[config.mk]
export PLATFORM = sky130hd
export DESIGN_NAME = fp_relu_grad
export DESIGN_NICKNAME = d
export VERILOG_FILES = /design/src/rtl/fp_relu_grad.sv
export SDC_FILE = /design/constraint.sdc
export NUM_CORES = 1
export LEC_CHECK = 0
export ABC_CLOCK_PERIOD_IN_PS = 4600
export CAP_MARGIN = 20
export CORE_MARGIN = 5
export CORE_UTILIZATION = 40
export CTS_CLUSTER_DIAMETER = 60
export DETAILED_ROUTE_END_ITERATION = 12
export GPL_TIMING_DRIVEN = 0
export PLACE_DENSITY = 0.61
export REMOVE_ABC_BUFFERS = 1
export SYNTH_ARGS = -nofsm -noshare
export SYNTH_HDL_FRONTEND = slang
export SYNTH_SLANG_ARGS = --single-unit
[constraint.sdc]
create_clock -name clock -period 4.6 [get_ports clock]
set_clock_uncertainty 0.05 [all_clocks]
set_input_delay 0.92 -clock clock [delete_from_list [all_inputs] [get_ports clock]]
set_output_delay 0.92 -clock clock [all_outputs]
set_load 0.05 [all_outputs]
[src/rtl/fp_relu_grad.sv]
// fp_relu_grad: backward ReLU gate, masks stored in a FIFO on the forward pass, applied to gradients via a 2-stage pipeline
module fp_relu_grad #(
  parameter int EXP   = 4,
  parameter int MANT  = 4,
  parameter int WIDTH = 1 + EXP + MANT,
  parameter int DEPTH = 16
) (
  input  logic                       clock,
  input  logic                       clock_sreset,
  input  logic                       fwd_valid,
  input  logic [WIDTH-1:0]           fwd_data,
  output logic                       fwd_ready,
  input  logic                       bwd_valid,
  input  logic [WIDTH-1:0]           bwd_grad,
  output logic                       bwd_ready,
  output logic                       result_valid,
  output logic [WIDTH-1:0]           result,
  output logic [$clog2(DEPTH+1)-1:0] count,
  output logic                       overflow,
  output logic                       underflow
);
  localparam int AW = $clog2(DEPTH);
  localparam int CW = $clog2(DEPTH+1);
  logic [DEPTH-1:0] mask_mem;
  logic [AW-1:0] wr_ptr, rd_ptr;
  logic fwd_acc, bwd_acc, mask_bit;
  logic s1_valid, s1_mask;
  logic [WIDTH-1:0] s1_grad;
  assign fwd_ready = count != CW'(DEPTH);
  assign bwd_ready = count != '0;
  assign fwd_acc = fwd_valid & fwd_ready;
  assign bwd_acc = bwd_valid & bwd_ready;
  assign mask_bit = ~fwd_data[WIDTH-1] & |fwd_data[WIDTH-2:0];
  always_ff @(posedge clock)
    if (fwd_acc) mask_mem[wr_ptr] <= mask_bit;
  always_ff @(posedge clock) begin
    if (clock_sreset) begin
      wr_ptr <= '0;
      rd_ptr <= '0;
      count <= '0;
      overflow <= 1'b0;
      underflow <= 1'b0;
      s1_valid <= 1'b0;
      s1_mask <= 1'b0;
      s1_grad <= '0;
      result_valid <= 1'b0;
      result <= '0;
    end else begin
      wr_ptr <= wr_ptr + AW'(fwd_acc);
      rd_ptr <= rd_ptr + AW'(bwd_acc);
      count <= count + CW'(fwd_acc) - CW'(bwd_acc);
      overflow <= overflow | (fwd_valid & ~fwd_ready);
      underflow <= underflow | (bwd_valid & ~bwd_ready);
      s1_valid <= bwd_acc;
      if (bwd_acc) begin
        s1_mask <= mask_mem[rd_ptr];
        s1_grad <= bwd_grad;
      end
      result_valid <= s1_valid;
      if (s1_valid) result <= s1_mask ? s1_grad : '0;
    end
  end
endmodule

==> parameters.txt, run 1 <==
Parameter                              Value

Cells and area
  Final core area utilization    0.503
  Share of post-route cells with drive strength above 1    0.139
  Relative area change from synthesis to final layout    21.7%
  Number of nets in the layout    approximately 280
  Number of inserted diodes    0

Floorplanning
  Die width    approximately 86 um
  Area of the die    roughly 0.0073 mm^2
  Core region area    roughly 0.0055 mm^2
  Boundary Pins    41
  Die Span Y    around 86 um
  Standard-cell row count    27
  Initial core utilization    0.413

Yosys
  Count of cell types in the netlist    39
  Mean area per synthesized cell    10.6 um^2
  Synth top area cells    sky130_fd_sc_hd__dfxtp_1 31%, sky130_fd_sc_hd__edfxtp_1 21%, sky130_fd_sc_hd__ha_1 5.5%, sky130_fd_sc_hd__nor2_1 5.2%, sky130_fd_sc_hd__nor2b_1 4.4%
  Post-synthesis sequential area ratio    0.525
  Synthesized netlist cell count    between 200 and 250
  Top-count cell post-synth    sky130_fd_sc_hd__dfxtp_1
  Number of flops mapped to enable cells by yosys    16
  Syn. warnings    0
  Primary flip-flop cell chosen by synthesis mapping    sky130_fd_sc_hd__dfxtp_1
  Most common library cells after synthesis    36 x sky130_fd_sc_hd__dfxtp_1, 32 x sky130_fd_sc_hd__nor2_1, 16 x sky130_fd_sc_hd__edfxtp_1, 16 x sky130_fd_sc_hd__nor2b_1, 14 x sky130_fd_sc_hd__a21oi_1
  Post-synthesis instance area    between 0.002 and 0.0025 mm^2
  Top-area cell type share of the netlist area    0.315
  Post-synthesis cell type with the largest combined area    sky130_fd_sc_hd__dfxtp_1
  Share of async-settable or async-resettable flops after synthesis    0
  Synthesis-stage register bit count    52

Global routing
  GR Util met1    0.145
  Gr usage total    0.117
  Initial antenna violation count    0
  GRT met3 Usage    0.0384
  Number of global-route vias before repair    approximately 1500
  Global-route wire length before repair    between 6 and 7 mm
  Largest net degree at the start of global routing    37
  Global routing usage on met2    0.188
  Most heavily used metal layer in global routing    met2
  Residual overflow from global routing    0

Clocking
  Count of buffers added by post-CTS timing repair for setup    0
  Clock tree from TritonCTS    yes
  CTS sink cnt    52
  CTS Buffer Depth    2
  Num CTS Buffers    5
  CTS-repair resized insts    0
  Hold Buf Count CTS    0
  Clk_lat worst skew    0.30 ns
  Clock H-tree levels    2
  Reg clk slew, reported paths    0.09 ns
  CTS Root Cell    sky130_fd_sc_hd__clkbuf_8

Worst hold path
  Hold Path Stages    2
  Worst Hold Path EP    result[8]$_SDFFE_PP0P_
  Beginning of the worst hold path    s1_grad[8]$_SDFFE_PP0P_
  Hold/Removal Path Class    reg2reg

STA
  Total negative slack    0 ns
  Min Tclk post-route    roughly 3.2 ns
  RSZ-0062 raised after global routing    false
  Final hold vios    0
  Final clock period utilization by the worst path    0.706
  Transition at the pin with the smallest max-transition slack    1.05 ns
  Max Slew Vio Count    0
  Final number of setup-violating endpoints    0
  F_max    roughly 0.3 GHz
  Tightest slew margin relative to the limit    0.301

Critical path
  Cell with the largest stage delay on the worst path    sky130_fd_sc_hd__or4b_4
  Chain of cells forming the critical path    inv_1 > ha_1 > or4b_4 > nand2_4 > inv_2 > ha_1 > inv_1 > ha_1 > fa_1 > a21oi_1 > nor2_1 > or3_1 > a21oi_1
  Data arrival at the endpoint of the critical path    roughly 3.4 ns
  Cell class contributing the biggest share of worst-path delay    adder cells
  Peak per-stage delay on the critical path    ~0.52 ns
  Endpoint kind of the worst setup timing path    register
  Max FO, Critical Path    13
  Minimum setup slack among reg-to-reg paths    ~1.4 ns
  R2R Path Start    count[2]$_SDFF_PP0_
  CP startpoint kind    register
  End of the worst register-to-register path    count[4]$_SDFF_PP0_
  Worst R2R Path Depth    13
  Critical path buffer and inverter count    3
  Dominant cell type by count on the critical path    sky130_fd_sc_hd__ha_1
  Type of the setup path with the least slack    reg2reg
  Endpoint required time on the critical path    about 4.8 ns

Drt
  Routed vias    about 1500
  Average wire per cell in the routed design    around 13 um
  Number of nets with antenna violations after detailed routing    0
  Final routed DRC violation total    0
  Total routed wirelength    between 4 and 5 mm
  Number of vias per cell after detailed routing    4.77
  Initial DRC count    71
  1st-pass router iterations    4

Run status
  Outcome    finished, final reports clean

Pwr
  Pwr dens    490 mW/mm^2
  VDD IR max    between 300 and 400 uV
  Power consumption    approximately 1.4 mW
  Leakage power figure    approximately 1.0 nW

Placement
  Post-detail-place hpwl    between 2 and 3 mm
  Last weighted congestion value of the routability-driven placer    ~0.73
  Port buffer count    40

Flow run
  Count of maximum capacitance violations    0
==> per-stage QoR <==
| stage | setup WS [ns] | hold WS, ns | instances | area (um^2) |
|---|---|---|---|---|
| after floorplan | 1.20 | 0.392 | 204 | 2210 |
| after global placement | 1.09 | 0.400 | 316 | 2700 |
| after detailed placement | 1.08 | 0.410 | 316 | 2700 |
| after CTS | 1.35 | 0.424 | 324 | 2790 |
| after global routing | 1.13 | 0.443 | 324 | 2790 |
| final | 1.35 | 0.423 | 324 | 2790 |
==> metal layers <==
| layer | up-vias | part of all wire |
|---|---|---|
| met5 | - | 0 |
| met4 | 0 | 0.014 |
| met3 | 6 | 0.045 |
| met2 | 28 | 0.47 |
| met1 | 714 | 0.47 |
| li1 | 797 | - |
==> worst max-delay path by stage <==
stage	end	cells past startpoint	startpoint	slack, ns
after floorplan	count[4]$_SDFF_PP0_	13	count[2]$_SDFF_PP0_	1.20
after global placement	count[4]$_SDFF_PP0_	11	bwd_valid	1.09
after detailed placement	count[4]$_SDFF_PP0_	11	bwd_valid	1.08
after CTS	count[4]$_SDFF_PP0_	13	count[2]$_SDFF_PP0_	1.35
after global routing	count[4]$_SDFF_PP0_	13	count[2]$_SDFF_PP0_	1.13
final	count[4]$_SDFF_PP0_	13	count[2]$_SDFF_PP0_	1.35
==> layout by cell type, fill, tap and decap left out, drive strengths merged, types with 2 or more instances in the layout <==
cell	n
clkdlybuf4s50	39
dfxtp	36
nor2	32
a21oi	23
nand2	20
nor2b	16
edfxtp	16
ha	10
clkbuf	8
inv	8
nand3	6
xnor2	4
nor3	4
nand2b	3
xor2	3
mux4	3
mux2i	3
and2	2
nand3b	2
nor4	2
or3	2
==> sequential cells by signal, indices dropped and copies added, names as in the netlist, 4 cells and up <==
register	flops
rd_ptr	4
mask_mem	16
s1_grad	9
wr_ptr	4
count	5
result	9
==> worst register-to-register path: stages (launching register included) <==
cell	delay (ns)
sky130_fd_sc_hd__dfxtp_1	0.34
sky130_fd_sc_hd__inv_1	0.08
sky130_fd_sc_hd__ha_1	0.20
sky130_fd_sc_hd__or4b_4	0.52
sky130_fd_sc_hd__nand2_4	0.17
sky130_fd_sc_hd__inv_2	0.17
sky130_fd_sc_hd__ha_1	0.32
sky130_fd_sc_hd__inv_1	0.04
sky130_fd_sc_hd__ha_1	0.19
sky130_fd_sc_hd__fa_1	0.41
sky130_fd_sc_hd__a21oi_1	0.16
sky130_fd_sc_hd__nor2_1	0.06
sky130_fd_sc_hd__or3_1	0.34
sky130_fd_sc_hd__a21oi_1	0.14
==> report_power, final <==
group | internal, mW | leakage, nW | switching [mW]
Combinational | 0.220 | 0.523 | 0.290
Sequential | 0.531 | 0.439 | 0.0617
Clock | 0.123 | 0.0455 | 0.139
==> cell families after synthesis <==
family / Yosys count / share of synthesized area
buffers and inverters: 21 / 0.0475
and+or+nand+nor: 92 / 0.213
xor gates and xnor gates: 7 / 0.0268
AOI/OAI and AO/OA: 28 / 0.0820
adders and majority gates: 11 / 0.0634
DFF: 52 / 0.525
muxes: 6 / 0.0426
==> area by class of cell <==
class                           instances  area [um^2]
Timing Repair Buffer                   40          395
Fill cell                             514         2750
Clock buffer                            8         90.1
Inverter                                8         30.0
Tap cell                               72         90.1
Multi-Input combinational cell        144          980
Sequential cell                        52         1200
Power figures use the tool's default switching activity.
==> run 2: changes to the inputs <==
Settings changed: ABC_CLOCK_PERIOD_IN_PS 4600 to 2700, PLACE_DENSITY 0.61 to 0.64.
Clock period 4.6 ns to 2.7 ns, I/O delays scaled along.
==> run 2 against run 1 <==
Against the previous run: the flow now finishes with violations (setup timing); setup slack got worse by 1.4 ns; clock-buffer cell count decreased by 1; critical path depth unchanged; cell count increased by 2.8%; non-clock buffer count increased by 9; global-route usage increased by 0.59 points; cell area increased by 6.2%; core utilization increased by 3.1 points; total power increased by 92%; critical path type unchanged; critical endpoint unchanged.
==> parameters.txt, run 2 (synthesized netlist as in run 1, its figures left out) <==
Parameter                              Value

STA
  RSZ-0062 raised after global routing    true
  Min Tclk post-route    2.77 ns (-0.475 ns)
  Setup ws final    -0.0715 ns (-1.42 ns)
  Transition at the pin with the smallest max-transition slack    1.02 ns (-0.0273 ns)
  Tightest slew margin relative to the limit    0.319 (+0.0182)
  F_max    0.361 GHz (+17%)
  Max Slew Vio Count    0 (unchanged)
  Final hold vios    0 (unchanged)
  Final number of setup-violating endpoints    1 (+1)
  Final clock period utilization by the worst path    1.03 (+0.321)

Clocking
  CTS Buffer Depth    2 (unchanged)
  Clock H-tree levels    2 (unchanged)
  CTS sink cnt    52 (unchanged)
  Clock tree from TritonCTS    yes
  Reg clk slew, reported paths    0.09 ns (about the same)
  CTS Root Cell    sky130_fd_sc_hd__clkbuf_8
  Num CTS Buffers    5 (unchanged)
  Hold Buf Count CTS    0 (unchanged)
  Clk_lat worst skew    0.30 ns (about the same)

Cells and area
  Highest-count cells in the layout ignoring fill and taps    38 x sky130_fd_sc_hd__clkdlybuf4s50_1, 34 x sky130_fd_sc_hd__dfxtp_1, 31 x sky130_fd_sc_hd__nor2_1, 16 x sky130_fd_sc_hd__nor2b_1, 16 x sky130_fd_sc_hd__edfxtp_1
  Commonest non-fill, non-tap cell in the layout    sky130_fd_sc_hd__clkdlybuf4s50_1
  Top flop regs    mask_mem x16, result x9, s1_grad x9
  Largest register by flop count    mask_mem
  Share of post-route cells with drive strength above 1    0.218 (+0.0795)
  Number of nets in the layout    293 (+3.2%)
  Max reg flops    16 (unchanged)
  Layout fillers    504 (-1.9%)
  Number of inserted diodes    0 (unchanged)
  Post-route non-filler standard cell count    333 (+2.8%)
  Storage cell area    0.00120 mm^2 (+0.21%)
  Final core area utilization    0.534 (+0.0314)
  Area used by multi-input combinational logic    0.00103 mm^2 (+5.6%)
  Relative area change from synthesis to final layout    29.3%

Global routing
  Initial antenna violation count    0 (unchanged)
  Largest net degree at the start of global routing    37 (unchanged)
  Global-route wire length before repair    7.30 mm (+5.8%)
  Gr usage total    0.123 (+0.00588)
  Residual overflow from global routing    0 (unchanged)
  Number of global-route vias before repair    1593 (+4.3%)

Critical path
  Worst R2R Path Depth    13 (unchanged)
  Chain of cells forming the critical path    inv_2 > ha_4 > or4b_4 > nand2_8 > inv_12 > ha_4 > inv_2 > ha_4 > fa_2 > a21oi_2 > nor2_2 > or3_1 > a21oi_1
  Max FO, Critical Path    2 (-11)
  CP startpoint kind    register
  Cell with the largest stage delay on the worst path    sky130_fd_sc_hd__or4b_4
  End of the worst register-to-register path    count[4]$_SDFF_PP0_
  R2R Path Start    count[3]$_SDFF_PP0_
  Endpoint required time on the critical path    2.88 ns (-1.90 ns)
  Dominant cell type by count on the critical path    sky130_fd_sc_hd__ha_4
  Data arrival at the endpoint of the critical path    2.95 ns (-0.47 ns)
  Endpoint kind of the worst setup timing path    register
  Type of the setup path with the least slack    reg2reg
  Minimum setup slack among reg-to-reg paths    -0.07 ns (-1.42 ns)
  Peak per-stage delay on the critical path    0.50 ns (-0.02 ns)

Flow run
  Count of maximum capacitance violations    0 (unchanged)

Pwr
  VDD IR max    649 uV (+93%)
  Leakage power figure    1.07 nW (+6.3%)
  Pwr dens    883 mW/mm^2 (+80%)

Floorplanning
  Initial core utilization    0.413 (unchanged)
  Area of the die    0.00734 mm^2 (unchanged)
  Die Span Y    85.7 um (unchanged)
  Boundary Pins    41 (unchanged)
  Die width    85.7 um (unchanged)
  Standard-cell row count    27 (unchanged)
  Core region area    0.00554 mm^2 (unchanged)

Drt
  Initial DRC count    41 (-42%)
  1st-pass router iterations    4 (unchanged)
  Average wire per cell in the routed design    12.7 um (+0.35%)
  Number of nets with antenna violations after detailed routing    0 (unchanged)
  Total routed wirelength    4.24 mm (+3.1%)
  Routed vias    1594 (+3.2%)
  Number of vias per cell after detailed routing    4.79 (+0.38%)
  Final routed DRC violation total    0 (unchanged)

Worst hold path
  Worst Hold Path EP    s1_grad[6]$_SDFFE_PP0P_
  Beginning of the worst hold path    s1_grad[6]$_SDFFE_PP0P_
  Hold Path Stages    2 (unchanged)
  Hold/Removal Path Class    reg2reg

Placement
  Last weighted congestion value of the routability-driven placer    0.698 (-4.8%)
  Post-detail-place hpwl    2.83 mm (-1.3%)
  Placed cell count    316 (unchanged)
  Port buffer count    40 (unchanged)

Run status
  Failing checks    setup timing
  Outcome    finished, violations left
## run 2: layout make-up
cell class,instances,area share
repair buffers,49,0.156
clock inverters,1,0.00296
clock buffers,7,0.0402
multi-input cells,144,0.350
well taps,72,0.0304
flip-flops and latches,52,0.407
inverters,8,0.0144
## run 2: worst max-delay path: cells and delay by family (launching register included)
| family | cells | cell delay, ns |
|---|---|---|
| buffers and inverters | 3 | 0.13 |
| DFF | 1 | 0.33 |
| AOI/OAI and AO/OA | 2 | 0.30 |
| and+or+nand+nor | 4 | 1.01 |
| adders and majority gates | 4 | 0.88 |
## run 2: per-layer routing
metal / global-route usage / part of all wire / vias up
met3: 0.0365 / 0.046 / 5
li1: - / - / 813
met1: 0.164 / 0.47 / 750
met4: 0.0388 / 0.012 / 0
met5: 0 / 0 / -
met2: 0.191 / 0.47 / 26
## run 2: worst max path at each step
| stage | to | start | slack (ns) | cells after the start |
|---|---|---|---|---|
| after global routing | count[4]$_SDFF_PP0_ | count[2]$_SDFF_PP0_ | -0.17 | 13 |
| after global placement | count[4]$_SDFF_PP0_ | count[2]$_SDFF_PP0_ | -0.56 | 13 |
| after detailed placement | count[4]$_SDFF_PP0_ | count[2]$_SDFF_PP0_ | -0.55 | 13 |
| final | count[4]$_SDFF_PP0_ | count[3]$_SDFF_PP0_ | -0.07 | 13 |
| after CTS | count[4]$_SDFF_PP0_ | count[3]$_SDFF_PP0_ | -0.03 | 13 |
| after floorplan | count[4]$_SDFF_PP0_ | count[2]$_SDFF_PP0_ | -0.70 | 13 |
## run 2: metrics by stage
step | total power, mW | hold WS (ns) | setup TNS, ns | worst slack [ns] | instance area (um^2)
floorplan | 1.65 | 0.392 | -1.42 | -0.702 | 2210
global placement | 1.89 | 0.405 | -0.923 | -0.563 | 2700
detailed placement | 1.90 | 0.408 | -0.864 | -0.552 | 2700
CTS | 2.61 | 0.423 | -0.0308 | -0.0308 | 2940
global route | 2.78 | 0.440 | -0.172 | -0.172 | 2960
finish | 2.62 | 0.423 | -0.0715 | -0.0715 | 2960
## run 2: repair_timing
item,4_1_cts,5_1_grt
gates resized for setup,18,1
buffers inserted,7,2
pin swaps,5,4
setup endpoints to repair,5,1
## run 2: where the power goes
group / internal, mW / switching, mW / total [mW]
Clock: 0.299 / 0.263 / 0.561
Combinational: 0.481 / 0.559 / 1.04
Sequential: 0.907 / 0.106 / 1.01
Total: 1.69 / 0.928 / 2.62
==> run 3: changes to the inputs <==
Settings changed: ABC_CLOCK_PERIOD_IN_PS 2700 to 2640, CTS_BUF_LIST from default to sky130_fd_sc_hd__clkbuf_16, PLACE_DENSITY 0.64 to 0.61.
Clock period 2.7 ns to 2.64 ns, I/O delays scaled along.
==> run 3 against run 2 <==
Against the previous run: the run still ends with setup timing left; fmax is 0.44% lower; critical path type unchanged; non-clock buffer count stayed put; sequential power hardly changed; register-to-register slack worse by 0.07 ns; critical endpoint unchanged; largest power group unchanged; core utilization is 0.11 points higher.
==> parameters.txt, run 3 (synthesized netlist as in run 1, its figures left out) <==
Parameter                              Value

Drt
  1st-pass router iterations    4 (unchanged)
  Total routed wirelength    4.43 mm (+4.3%)
  Number of vias per cell after detailed routing    4.76 (-0.63%)
  Routed vias    1584 (-0.63%)
  Initial DRC count    43 (+4.9%)
  Final routed DRC violation total    0 (unchanged)
  Number of nets with antenna violations after detailed routing    0 (unchanged)
  Average wire per cell in the routed design    13.3 um (+4.3%)

STA
  Min Tclk post-route    2.78 ns (+0.0122 ns)
  Final number of setup-violating endpoints    2 (+1)
  Total negative slack    -0.161 ns (-0.0897 ns)
  RSZ-0062 raised after global routing    true
  Final clock period utilization by the worst path    1.05 (+0.0280)
  Tightest slew margin relative to the limit    0.304 (-0.0148)
  Max Slew Vio Count    0 (unchanged)
  Final hold vios    0 (unchanged)
  Setup ws final    -0.144 ns (-0.0722 ns)
  F_max    0.359 GHz (-0.44%)
  Transition at the pin with the smallest max-transition slack    1.04 ns (+0.0222 ns)

Critical path
  CP startpoint kind    register
  Endpoint kind of the worst setup timing path    register
  R2R Path Start    count[3]$_SDFF_PP0_
  Minimum setup slack among reg-to-reg paths    -0.14 ns (-0.07 ns)
  Type of the setup path with the least slack    reg2reg
  End of the worst register-to-register path    count[4]$_SDFF_PP0_
  Worst R2R Path Depth    13 (unchanged)
  Endpoint required time on the critical path    2.80 ns (-0.08 ns)
  Max FO, Critical Path    2 (unchanged)
  Data arrival at the endpoint of the critical path    2.95 ns (about the same)

Global routing
  Global-route wire length before repair    7.38 mm (+1.1%)
  Residual overflow from global routing    0 (unchanged)
  Largest net degree at the start of global routing    37 (unchanged)
  Gr usage total    0.125 (+0.00257)
  Number of global-route vias before repair    1578 (-0.94%)
  Initial antenna violation count    0 (unchanged)

Cells and area
  Relative area change from synthesis to final layout    29.6%
  Highest-count cells in the layout ignoring fill and taps    38 x sky130_fd_sc_hd__clkdlybuf4s50_1, 34 x sky130_fd_sc_hd__dfxtp_1, 32 x sky130_fd_sc_hd__nor2_1, 16 x sky130_fd_sc_hd__nor2b_1, 16 x sky130_fd_sc_hd__edfxtp_1
  Share of post-route cells with drive strength above 1    0.203 (-0.0153)
  Final instance area    0.00297 mm^2 (+0.21%)
  Max reg flops    16 (unchanged)
  Largest register by flop count    mask_mem
  Number of inserted diodes    0 (unchanged)
  Layout fillers    500 (-0.79%)
  Number of nets in the layout    293 (unchanged)
  Commonest non-fill, non-tap cell in the layout    sky130_fd_sc_hd__clkdlybuf4s50_1
  Post-route non-filler standard cell count    333 (unchanged)
  Top flop regs    mask_mem x16, result x9, s1_grad x9

Worst hold path
  Worst Hold Path EP    underflow$_SDFF_PP0_
  Beginning of the worst hold path    underflow$_SDFF_PP0_
  Hold Path Stages    2 (unchanged)
  Hold/Removal Path Class    reg2reg

Floorplanning
  Initial core utilization    0.413 (unchanged)
  Die Span Y    85.7 um (unchanged)
  Standard-cell row count    27 (unchanged)
  Area of the die    0.00734 mm^2 (unchanged)
  Die width    85.7 um (unchanged)
  Core region area    0.00554 mm^2 (unchanged)
  Boundary Pins    41 (unchanged)

Pwr
  Power consumption    2.73 mW (+4.5%)
  Leakage power figure    1.08 nW (+0.74%)
  Pwr dens    921 mW/mm^2 (+4.3%)
  VDD IR max    580 uV (-11%)

Clocking
  CTS Buffer Depth    2 (unchanged)
  Num CTS Buffers    5 (unchanged)
  CTS sink cnt    52 (unchanged)
  Reg clk slew, reported paths    0.06 ns (-0.03 ns)
  CTS Root Cell    sky130_fd_sc_hd__clkbuf_16
  Clock H-tree levels    2 (unchanged)
  Clock tree from TritonCTS    yes
  Clk_lat worst skew    0.28 ns (-0.02 ns)

Placement
  Post-detail-place hpwl    2.87 mm (+1.4%)
  Port buffer count    40 (unchanged)
  Placed Area    0.00270 mm^2 (unchanged)
  Placed cell count    316 (unchanged)
  Last weighted congestion value of the routability-driven placer    0.733 (+5.1%)
  Worst slack at placement    -0.594 ns (-0.0415 ns)

Run status
  Outcome    finished, violations left
  Failing checks    setup timing

Flow run
  Count of maximum capacitance violations    0 (unchanged)
[run 3: cell count changes in the layout (fill, tap and decap cells not counted)]
| cell | before | now |
|---|---|---|
| sky130_fd_sc_hd__inv_1 | 2 | 4 |
| sky130_fd_sc_hd__clkinv_1 | 0 | 1 |
| sky130_fd_sc_hd__clkbuf_8 | 5 | 0 |
| sky130_fd_sc_hd__inv_6 | 1 | 0 |
| sky130_fd_sc_hd__nor2_2 | 1 | 0 |
| sky130_fd_sc_hd__nor2_1 | 31 | 32 |
| sky130_fd_sc_hd__clkbuf_16 | 2 | 5 |
[run 3: critical path, cell delays in order (launching register included)]
cell and delay, ns:
sky130_fd_sc_hd__dfxtp_2 0.33, sky130_fd_sc_hd__inv_2 0.07, sky130_fd_sc_hd__ha_4 0.13, sky130_fd_sc_hd__or4b_4 0.50, sky130_fd_sc_hd__nand2_8 0.12, sky130_fd_sc_hd__inv_12 0.03, sky130_fd_sc_hd__ha_4 0.24, sky130_fd_sc_hd__inv_2 0.04
sky130_fd_sc_hd__ha_4 0.16, sky130_fd_sc_hd__fa_2 0.35, sky130_fd_sc_hd__a21oi_2 0.12, sky130_fd_sc_hd__nor2_1 0.07, sky130_fd_sc_hd__or3_1 0.37, sky130_fd_sc_hd__a21oi_1 0.12
[run 3: stage by stage]
stage | hold slack [ns] | util
floorplan | 0.392 | -
global placement | 0.400 | 0.488
detailed placement | 0.410 | 0.487
CTS | 0.420 | 0.534
global route | 0.439 | 0.535
finish | 0.419 | 0.535
[run 3: worst max-delay path by stage]
stage,end,cells after the start,startpoint
4_1_cts,count[4]$_SDFF_PP0_,13,count[3]$_SDFF_PP0_
2_1_floorplan,count[4]$_SDFF_PP0_,13,count[2]$_SDFF_PP0_
5_1_grt,count[4]$_SDFF_PP0_,13,count[3]$_SDFF_PP0_
6_report,count[4]$_SDFF_PP0_,13,count[3]$_SDFF_PP0_
3_5_place_dp,count[4]$_SDFF_PP0_,13,count[2]$_SDFF_PP0_
3_3_place_gp,count[4]$_SDFF_PP0_,13,count[2]$_SDFF_PP0_
[run 3: power by group]
part	switching (mW)	internal [mW]
clock network	0.263	0.341
logic	0.587	0.501
registers	0.111	0.929
[run 3: repair_timing]
item	in CTS	in global routing
pin swaps	7	2
resized for setup	18	0
hold buffers	0	0
gates cloned	0	0
buffers inserted	8	1
endpoints found under the setup margin	5	2
[run 3: cell type report]
class / count / area [um^2] / area share
Clock buffer: 5 / 125 / 0.0422
Clock inverter: 3 / 11.3 / 0.00380
Inverter: 8 / 42.5 / 0.0143
Multi-Input combinational cell: 144 / 1030 / 0.348
Sequential cell: 52 / 1200 / 0.406
Tap cell: 72 / 90.1 / 0.0304
Timing Repair Buffer: 49 / 462 / 0.156
[run 3: layer usage]
layer | wire (um) | global-route usage | vias to the layer above | share of wire
met5 | 0 | 0 | - | 0
met4 | 47 | 0.0446 | 0 | 0.011
met3 | 183 | 0.0403 | 5 | 0.041
met2 | 2090 | 0.201 | 28 | 0.47
met1 | 2110 | 0.159 | 734 | 0.48
li1 | - | - | 817 | -
